### config.mk
export PLATFORM = sky130hd
export DESIGN_NAME = valid_pipe_sink_fifo_flat
export DESIGN_NICKNAME = d
export VERILOG_FILES = /design/src/rtl/valid_pipe_sink_fifo_if.sv /design/src/rtl/valid_pipe_sink_fifo.sv /design/src/flat_wrapper.sv
export SDC_FILE = /design/constraint.sdc
export NUM_CORES = 1
export LEC_CHECK = 0
export BUFFER_PORTS_ARGS = -buffer_cell sky130_fd_sc_hd__buf_2
export CAP_MARGIN = 20
export CORE_UTILIZATION = 50
export CTS_BUF_LIST = sky130_fd_sc_hd__clkbuf_8
export DETAILED_ROUTE_END_ITERATION = 12
export PLACE_DENSITY = 0.74
export SKIP_CTS_REPAIR_TIMING = 1
export SLEW_MARGIN = 20
export SYNTH_ARGS = -nofsm -noshare
export SYNTH_HDL_FRONTEND = slang
export SYNTH_SLANG_ARGS = --single-unit
### constraint.sdc
create_clock -name clk -period 2.9 [get_ports clk]
set_input_delay 0.145 -clock clk [delete_from_list [all_inputs] [get_ports clk]]
set_output_delay 0.145 -clock clk [all_outputs]
set_load 0.02 [all_outputs]
### src/rtl/valid_pipe_sink_fifo_if.sv
// Bundle of the issue-credit, pipeline-result and downstream ready/valid signals
// that surround the sink FIFO at the end of a valid-only pipeline.
interface valid_pipe_sink_fifo_if #(
  parameter int WIDTH = 32,
  parameter int DEPTH = 4
);
  localparam int CW = $clog2(DEPTH + 1);

  logic             issue_valid;
  logic             issue_ready;
  logic [WIDTH-1:0] pipe_data;
  logic             pipe_valid;
  logic [WIDTH-1:0] out_data;
  logic             out_valid;
  logic             out_ready;
  logic [CW-1:0]    count;
  logic             overflow;
  logic             protocol_err;

  modport master (
    output issue_valid, pipe_data, pipe_valid, out_ready,
    input  issue_ready, out_data, out_valid, count, overflow, protocol_err
  );

  modport slave (
    input  issue_valid, pipe_data, pipe_valid, out_ready,
    output issue_ready, out_data, out_valid, count, overflow, protocol_err
  );
endinterface

### src/rtl/valid_pipe_sink_fifo.sv
// Show-ahead FIFO terminating a no-backpressure pipeline, with a credit counter
// that keeps the issuer from launching more work than the FIFO can hold.
module valid_pipe_sink_fifo #(
  parameter int WIDTH = 32,
  parameter int DEPTH = 4
) (
  input logic                 clk,
  input logic                 rst,
  valid_pipe_sink_fifo_if.slave bus
);
  localparam int AW = $clog2(DEPTH);
  localparam int CW = $clog2(DEPTH + 1);

  logic [WIDTH-1:0] mem_q [DEPTH];
  logic [AW-1:0]    wr_ptr_q, wr_ptr_d;
  logic [AW-1:0]    rd_ptr_q, rd_ptr_d;
  logic [CW-1:0]    count_q, count_d;
  logic [CW-1:0]    credits_q, credits_d;
  logic             overflow_q, overflow_d;
  logic             perr_q, perr_d;
  logic             issue_ready_s;
  logic             push_s, pop_s, issue_s, full_s;

  assign issue_ready_s = (credits_q != '0) && rst;

  // Next-state computation for pointers, occupancy, credits and sticky flags.
  always_comb begin
    pop_s      = (count_q != '0) && bus.out_ready;
    full_s     = (count_q == CW'(DEPTH));
    push_s     = bus.pipe_valid && (!full_s || pop_s);
    issue_s    = bus.issue_valid && issue_ready_s;
    wr_ptr_d   = wr_ptr_q;
    rd_ptr_d   = rd_ptr_q;
    count_d    = count_q;
    credits_d  = credits_q;
    overflow_d = overflow_q | (bus.pipe_valid && full_s && !pop_s);
    perr_d     = perr_q | (bus.issue_valid && !issue_ready_s);

    if (push_s) begin
      wr_ptr_d = wr_ptr_q + AW'(1);
    end else begin
      wr_ptr_d = wr_ptr_q;
    end
    if (pop_s) begin
      rd_ptr_d = rd_ptr_q + AW'(1);
    end else begin
      rd_ptr_d = rd_ptr_q;
    end

    case ({push_s, pop_s})
      2'b10:   count_d = count_q + CW'(1);
      2'b01:   count_d = count_q - CW'(1);
      default: count_d = count_q;
    endcase

    // Beats that arrive without a matching issue can pop more than was issued; clamp.
    case ({issue_s, pop_s})
      2'b10:   credits_d = credits_q - CW'(1);
      2'b01: begin
        if (credits_q != CW'(DEPTH)) begin
          credits_d = credits_q + CW'(1);
        end else begin
          credits_d = credits_q;
        end
      end
      default: credits_d = credits_q;
    endcase
  end

  // Control state registers with synchronous active-low reset.
  always_ff @(posedge clk) begin
    if (!rst) begin
      wr_ptr_q   <= '0;
      rd_ptr_q   <= '0;
      count_q    <= '0;
      credits_q  <= CW'(DEPTH);
      overflow_q <= 1'b0;
      perr_q     <= 1'b0;
    end else begin
      wr_ptr_q   <= wr_ptr_d;
      rd_ptr_q   <= rd_ptr_d;
      count_q    <= count_d;
      credits_q  <= credits_d;
      overflow_q <= overflow_d;
      perr_q     <= perr_d;
    end
  end

  // Storage array; contents are meaningless until written, so it is not reset.
  always_ff @(posedge clk) begin
    if (rst && push_s) begin
      mem_q[wr_ptr_q] <= bus.pipe_data;
    end
  end

  assign bus.issue_ready  = issue_ready_s;
  assign bus.out_data     = mem_q[rd_ptr_q];
  assign bus.out_valid    = (count_q != '0);
  assign bus.count        = count_q;
  assign bus.overflow     = overflow_q;
  assign bus.protocol_err = perr_q;
endmodule

### src/flat_wrapper.sv
// flat-port wrapper written by rule: the top's interface ports become plain ports
module valid_pipe_sink_fifo_flat 
#(
  parameter int WIDTH = 32,
  parameter int DEPTH = 4
)
  (clk, rst, bus_issue_valid, bus_pipe_data, bus_pipe_valid, bus_out_ready, bus_issue_ready, bus_out_data, bus_out_valid, bus_count, bus_overflow, bus_protocol_err);
  valid_pipe_sink_fifo_if #(.WIDTH(WIDTH), .DEPTH(DEPTH)) bus_i ();
  input logic clk;
  input logic rst;
  input wire logic [$bits(bus_i.issue_valid)-1:0] bus_issue_valid;
  input wire logic [$bits(bus_i.pipe_data)-1:0] bus_pipe_data;
  input wire logic [$bits(bus_i.pipe_valid)-1:0] bus_pipe_valid;
  input wire logic [$bits(bus_i.out_ready)-1:0] bus_out_ready;
  output wire logic [$bits(bus_i.issue_ready)-1:0] bus_issue_ready;
  output wire logic [$bits(bus_i.out_data)-1:0] bus_out_data;
  output wire logic [$bits(bus_i.out_valid)-1:0] bus_out_valid;
  output wire logic [$bits(bus_i.count)-1:0] bus_count;
  output wire logic [$bits(bus_i.overflow)-1:0] bus_overflow;
  output wire logic [$bits(bus_i.protocol_err)-1:0] bus_protocol_err;
  assign bus_i.issue_valid = bus_issue_valid;
  assign bus_i.pipe_data = bus_pipe_data;
  assign bus_i.pipe_valid = bus_pipe_valid;
  assign bus_i.out_ready = bus_out_ready;
  assign bus_issue_ready = bus_i.issue_ready;
  assign bus_out_data = bus_i.out_data;
  assign bus_out_valid = bus_i.out_valid;
  assign bus_count = bus_i.count;
  assign bus_overflow = bus_i.overflow;
  assign bus_protocol_err = bus_i.protocol_err;
  valid_pipe_sink_fifo #(.WIDTH(WIDTH), .DEPTH(DEPTH)) u_core (.clk(clk), .rst(rst), .bus(bus_i));
endmodule
* Word level (Yosys, flattened, before mapping)
Memories as Yosys holds them, arrays and structs flattened. A register that Yosys moved wholly into a read port is not among the register bits.
Cells that the tools add are included.
** Word-level totals
- Register bits after elaboration :: 12
- Bits in latches :: 0
- Bits in writable memories :: 128
- ROM bits :: 0
- Bits of input ports :: 37
- Output and inout bits :: 39
- Logic and storage cells :: 46
- Memories kept :: 1
** Memory list
- u_core.mem_q :: depth 4, bits a word 32, rd ports 1, clocked after memory_dff 1, write ports 1, line valid_pipe_sink_fifo.sv:14 : logic [WIDTH-1:0] mem_q [DEPTH];
** Cells by class
- Add/sub/neg operators :: 6
- Multiply operators :: 0
- Div/mod/pow operators :: 0
- Order comparisons :: 0
- Equal/unequal tests :: 7
- Shift-type cells :: 0
- Multiplexer cells :: 7
- Bitwise gates (word level) :: 2
- Reduce and logical (&&, ||, !) cells :: 17
** Operators with widths (number)
- $pmux W3 S2 :: 2
- $logic_and A1 B1 Y1 :: 8
- $add A3 B1 Y3 const B :: 2
- $reduce_bool A3 Y1 :: 2
- $sub A3 B1 Y3 const B :: 2
- $add A2 B1 Y2 const B :: 2
- $eq A2 B1 Y1 const B :: 2
- $eq A2 B2 Y1 const B :: 2
- $mux W2 :: 2
- $reduce_bool A2 Y1 :: 2
- $eq A3 B3 Y1 const B :: 1
- $logic_not A1 Y1 :: 3
- $mux W3 :: 1
- $ne A3 B3 Y1 const B :: 1
- $mux W1 :: 2
- $ne A2 B1 Y1 const B :: 1
- $or A1 B1 Y1 :: 2
- $reduce_and A2 Y1 :: 1
- $logic_or A1 B1 Y1 :: 1

* Longest topological paths before layout
Gate-level depths: netlist of run 1.
- Depth in word-level cells :: 7
- Mapped depth :: 8
- Mapped depth without buffers :: 7

* Worst setup path after synthesis of run 1
OpenSTA, ideal clock, no wires.
- Kind :: flip-flop to flip-flop
- From :: register u_core.count_q[1] (netlist: u_core.bus.count[1])
- To :: memory u_core.mem_q[0][0] (enable)
- Library setup time :: 0.421 ns
- Arrival :: 2.300 ns
- Required time :: 2.479 ns
- Setup slack :: 0.179 ns
- Cell stages (with the launch flop) :: 5
- Buffers on the path :: 1
- Clock period less this slack :: 2.721 ns
- Cell sequence :: dfxtp_1 buf_2 nor4b_2 nand3b_1 nor2_1
** Between the ends
- Longest elaborated chain between the ends :: 7
- Elaborated cells between the ends (all ways) :: 9
- Those cells by class :: eq/ne: 1; mux: 2; reduce/logical: 6
** Ends and longest elaborated chain
- start: declaration :: line valid_pipe_sink_fifo.sv:17 : logic [CW-1:0] count_q, count_d;
- start signal: assignment :: line valid_pipe_sink_fifo.sv:82 : count_q <= count_d;
- $eq A3 B3 Y1 / $reduce_bool A3 Y1 (equally long branches) :: line valid_pipe_sink_fifo.sv:29, valid_pipe_sink_fifo.sv:28
- $logic_not A1 Y1 / $logic_and A1 B1 Y1 (equally long branches) :: line valid_pipe_sink_fifo.sv:30, valid_pipe_sink_fifo.sv:28
- $logic_or A1 B1 Y1 (*) :: line valid_pipe_sink_fifo.sv:30 : push_s = bus.pipe_valid && (!full_s || pop_s);
- $logic_and A1 B1 Y1 (*) :: line valid_pipe_sink_fifo.sv:30
- $logic_and A1 B1 Y1 (*) :: line valid_pipe_sink_fifo.sv:91 : if (rst && push_s) begin
- $mux W1 (*) :: line valid_pipe_sink_fifo.sv:91
- $mux W1 (not written as such) (*) :: line valid_pipe_sink_fifo.sv:92 : mem_q[wr_ptr_q] <= bus.pipe_data;
- end: declaration :: line valid_pipe_sink_fifo.sv:14
Every way passes the cells marked *; elsewhere a longest branch is shown, timed or not.

==> flow_summary.ini, run 1 <==
[grt]
grt_pass1_wl_um = 14400
grt.total_usage_pct = 17.7
grt_overflow = 0
grt_pass1_vias = 2823
grt_max_degree = 33
antenna_found_initial = 0

[detailed_routing]
drt.antenna.violating_nets = 0
vias = 2827
wl_per_cell_um = 17.4
drc = 0
drt_pre_antenna_iters = 4
wl_um = 9360
drt-initial-drc-count = 178
avgViaCountPerCell = 5.26

[finish]
multi_input_area_um2 = 1290
fin_util_pct = 64.6
ff_latch_area_um2 = 4130
synthToLayoutAreaGrowth_pct = 23.5
diodes = 0
fin_nets = 431
fill_cells = 735
post_route_cells_drive_above_1_share_pct = 37.2

[place]
port-buffer-count = 75
hpwl_um = 5630
place.gp.congestion = 0.779

[clocking]
clockBufferDepth = 2
clkTransAtPathRegs_ns = 0.07
insertion_delay_ns = 0.42
cts_max_level = 4
cts_tree = done
root_buffer = clkbuf_8
cts_num_sinks = 142
cts_buffers = 17

[min_path]
whs_endpoint = u_core.bus.protocol_err
worstHoldPathCells = 3
hold_path_startpoint = bus_issue_valid
hp-class = input pin to flop

[worst_setup_path]
cpMaxStageDelayCell = dfxtp_2
r2r_slack_ns = 0.85
max_stage_delay_ns = 0.61
startpoint_type = flop
endpoint_kind = output pin
reg2reg_to = u_core.mem_q[3][6]
worst-endpoint-required_ns = 2.76
cp_max_fo = 22
r2r_cells = 4
cp_top_family = flip-flops
crit_arrival_ns = 2.06
critical_path_class = flop to output pin
worstPathCellList = buf_12 > mux4_2 > buf_2
critPathBufInv = 2
r2r-start = u_core.bus.count[0]

[status]
status = completed

[timing]
rsz0062_at_grt = no
max-slew-margin-rel_pct = 43.6
fin_tns_setup_ns = 0
fin_skew_ns = 0.0142
finalCritPeriodShare_pct = 75.9
drv_slew = 0
timing.final.hold_violations = 0
setup_viol = 0
fmax_ghz = 0.454
worstMarginPinSlew_ns = 0.846
layout_min_cycle_time_ns = 2.20

[synthesis]
ys_ff_latch = 142
synthCells = 270
synthArstFlopShare_pct = 0
synth.distinct_cells = 38
yosysSeqAreaShare_pct = 75.3
syn_area_per_cell_um2 = 20.3
yosysWarnings = 0
syn_nets = 313
synth_edf_count = 128
synthesis.area_um2 = 5480
synthFlopType = edfxtp_1

[die]
die_y_um = 107
dieArea_um2 = 11400
core_um2 = 10500
rows = 37
ios = 76
die_w_um = 107
initial_core_util_pct = 52.3

[power_and_ir_drop]
power.share.clock_pct = 33.9
sw_frac_of_total_pct = 24.7
internal-power_uw = 3470
p_leak_uw = 0.00233
cellPowerDensity_nw_per_um2 = 682
p_sw_uw = 1140
p_seq_share_pct = 51.9
pwr-share-comb_pct = 14.3
peakVddDrop_v = 0.000523

[job]
max_cap_violations = 0
==> logic make-up (layout without fill, tap and decap cells) <==
kind of cell	Yosys count	after routing	share of synthesized area, %
flops	142	142	75.3
buf+inv	21	152	1.74
mux	35	35	13.7
simple gates	44	44	4.48
fa+ha+maj	6	6	1.65
xor+xnor	5	5	0.800
compound gates	17	17	2.31
==> worst min-delay path: stages <==
cell     delay [ns]
buf_2          0.12
a21oi_1        0.07
nor2b_1        0.09
==> layout make-up <==
cell class                 count  area share, %
clock inverter                15           2.53
clock buffer                  17           3.46
inverter                       8          0.444
tap                          136           2.52
sequential                   142           61.0
timing repair buffer         112           11.0
multi-input combinational    107           19.0
==> metrics by stage <==
step / std cells / worst slack [ns] / instance area (µm²) / hold WS [ns] / power (µW)
after floorplan: 270 / 0.179 / 5480 / 0.244 / 2870
after global placement: 473 / 0.929 / 6040 / 0.359 / 3050
after detailed placement: 473 / 0.842 / 6040 / 0.365 / 3070
after CTS: 505 / 0.613 / 6440 / -0.0882 / 4630
after global routing: 537 / 0.554 / 6760 / 0.0499 / 4810
final: 537 / 0.700 / 6760 / 0.0416 / 4620
==> power groups by stage <==
stage / clock network, µW / registers (µW) / logic (µW)
4_1_cts: 1600 / 2400 / 635
6_report: 1560 / 2390 / 658
3_5_place_dp: 0 / 2440 / 632
3_3_place_gp: 0 / 2430 / 619
2_1_floorplan: 0 / 2410 / 459
5_1_grt: 1690 / 2410 / 719
==> sequential cells by signal, indices dropped and copies added, names as in the netlist, named ones only <==
| signal | flops |
|---|---|
| u_core.credits_q | 3 |
| u_core.bus.protocol_err | 1 |
| u_core.bus.count | 3 |
| u_core.bus.overflow | 1 |
| u_core.mem_q | 128 |
| u_core.wr_ptr_q | 2 |
| u_core.rd_ptr_q | 2 |
==> synthesized netlist by cell type (all sizes together), types with 2 or more instances <==
library cell / number / area [µm²]
a21oi: 4 / 20.0
a31oi: 2 / 12.5
and2: 5 / 31.3
buf: 11 / 57.6
clkbuf: 2 / 7.51
dfxtp: 14 / 280
edfxtp: 128 / 3840
fa: 2 / 40.0
ha: 4 / 50.1
inv: 8 / 30.0
mux2i: 3 / 30.0
mux4: 32 / 721
nand2: 10 / 37.5
nand2b: 4 / 25.0
nand3b: 4 / 33.8
nor2: 10 / 37.5
nor2b: 5 / 31.3
nor4b: 2 / 23.8
o21ai: 2 / 10.0
xnor2: 3 / 26.3
xor2: 2 / 17.5
==> worst max path at each step <==
stage,startpoint,cells after the start,endpoint
after global routing,flop,3,bus_out_data[16]
after CTS,flop,3,bus_out_data[9]
after detailed placement,u_core.bus.count[0],4,u_core.mem_q[3][31]
final,flop,3,bus_out_data[20]
after global placement,u_core.bus.count[0],4,u_core.mem_q[0][28]
after floorplan,u_core.bus.count[1],4,u_core.mem_q[0][0]
==> layer usage <==
layer | track usage [%] | vias up | wire, µm | part of all wire, %
met3 | 6.69 | 6 | 488 | 5.2
li1 | - | 1315 | - | -
met4 | 5.87 | 0 | 73 | 0.78
met5 | 0 | - | 0 | 0
met1 | 21.8 | 1419 | 3960 | 42
met2 | 29.1 | 87 | 4840 | 52
==> placed cells by master (no fill, tap or decap), drive strengths merged, types with 5 or more instances in the layout <==
cell type	instances
edfxtp	128
buf	80
nor2	10
dfxtp	14
clkinv	5
dlygate4sd3	32
inv	12
nand2	10
clkbuf	17
nor2b	5
mux4	32
and2	5
(Power assumes the default switching activity.)
==> run 2, diff against run 1 <==
clock period = 2.3 ns   (was 2.9 ns; I/O delays follow)
==> run 2 against run 1 <==
Against the previous run: routed wire length is 2.5% higher; critical path depth is 4 higher; worst hold slack got worse by 0.038 ns; sequential share of layout area shrank 0.92 points; critical path type is now flop to flop.
==> flow_summary.ini, run 2 (synthesis results as in run 1) <==
[status]
status = completed

[timing]
max-slew-margin-rel_pct = 68.9
timing.hold.ws_ns = 0.00372
fin_skew_ns = 0.00979
finalCritPeriodShare_pct = 88.2
fin_tns_setup_ns = 0
drv_slew = 0
rsz0062_at_grt = no
worstMarginPinSlew_ns = 0.465
setup_viol = 0
layout_min_cycle_time_ns = 2.03
fmax_ghz = 0.493
timing.final.hold_violations = 0

[worst_setup_path]
cp_max_fo = 11
startpoint_type = flop
worst-endpoint-required_ns = 2.67
endpoint_kind = flop
critical_path_class = flop to flop
crit_arrival_ns = 2.40

[min_path]
hp-class = input pin to flop

[finish]
final_cell_mix = edfxtp_1 (128), buf_2 (75), mux4_2 (32), dlygate4sd3_1 (32), clkbuf_8 (17)
regMostFlops = u_core.mem_q
largest_reg_flops = 128
layout_commonest_cell = edfxtp_1
ff_latch_area_um2 = 4130
multi_input_area_um2 = 1290
diodes = 0
fin_util_pct = 65.7
synthToLayoutAreaGrowth_pct = 25.5
post_route_cells_drive_above_1_share_pct = 39.1
fill_cells = 734
fin_nets = 437

[die]
die_y_um = 107
ios = 76
core_um2 = 10500
initial_core_util_pct = 52.3
die_w_um = 107
rows = 37
dieArea_um2 = 11400

[grt]
grt_pass1_wl_um = 15000
grt_overflow = 0
antenna_found_initial = 0
grt.total_usage_pct = 18.2
grt_pass1_vias = 2943
grt_max_degree = 28

[power_and_ir_drop]
p_leak_uw = 0.00238
cellPowerDensity_nw_per_um2 = 847
peakVddDrop_v = 0.000520

[clocking]
root_buffer = clkbuf_8
cts_tree = done
cts_buffers = 17
clockBufferDepth = 2
cts_max_level = 4
cts_num_sinks = 142
clkTransAtPathRegs_ns = 0.08
insertion_delay_ns = 0.43

[detailed_routing]
avgViaCountPerCell = 5.26
wl_per_cell_um = 17.7
vias = 2857
wl_um = 9590
drt_pre_antenna_iters = 4
drc = 0
drt-initial-drc-count = 134
drt.antenna.violating_nets = 0

[job]
max_cap_violations = 0

[place]
place.gp.congestion = 0.808
port-buffer-count = 75
hpwl_um = 6240
run 2: changes by cell type in the layout (fill, tap and decap cells not counted), sizes merged:
| cell | delta |
|---|---|
| clkinv | -2 |
| bufinv | -2 |
| buf | +6 |
| clkinvlp | -2 |
| inv | +6 |
run 2: routing by layer:
metal  share of wire, %  vias up  GRT usage, %
met4               0.79        0          8.02
li1                   -     1334             -
met5                  0        -             0
met2                 52       78          29.1
met1                 43     1437          23.2
met3                4.9        8          5.53
run 2: worst paths after layout:
kind | start | end | slack, ns | cells after the start
worst min-delay path | bus_issue_valid | u_core.bus.protocol_err | 0.004 | 3
worst max register to register | u_core.bus.count[0] | u_core.bus.count[2] | 0.27 | 7
worst max-delay path | u_core.bus.count[0] | u_core.bus.count[2] | 0.27 | 7
worst min register to register | u_core.bus.overflow | u_core.bus.overflow | 0.49 | 2
run 2: per-stage QoR:
| step | setup slack, ns | cells | power, µW | area (µm²) |
|---|---|---|---|---|
| after floorplan | -0.421 | 270 | 3610 | 5480 |
| after global placement | 0.366 | 479 | 3880 | 6150 |
| after detailed placement | 0.293 | 479 | 3900 | 6150 |
| after CTS | 0.0667 | 511 | 5840 | 6550 |
| after global routing | 0.0840 | 543 | 6060 | 6870 |
| final | 0.271 | 543 | 5820 | 6870 |
run 2: critical path, cell delays in order (launching register included):
cell,delay (ns)
dfxtp_1,0.55
o31a_4,0.24
nand2b_1,0.08
fa_1,0.41
or3b_1,0.38
o21ai_0,0.09
nand2b_1,0.07
a21boi_1,0.13
run 2: power breakdown:
part           internal, µW  total (µW)  switching, µW
Combinational           411         865            454
Sequential             2920        3010           89.8
Clock                   915        1950           1030
Total                  4250        5820           1580
run 2: area by class of cell:
cell class,count,area share (%)
Sequential cell,142,60.1
Tap cell,136,2.48
Clock buffer,17,3.40
Inverter,8,0.437
Multi-Input combinational cell,107,18.7
Timing Repair Buffer,118,12.4
Clock inverter,15,2.46
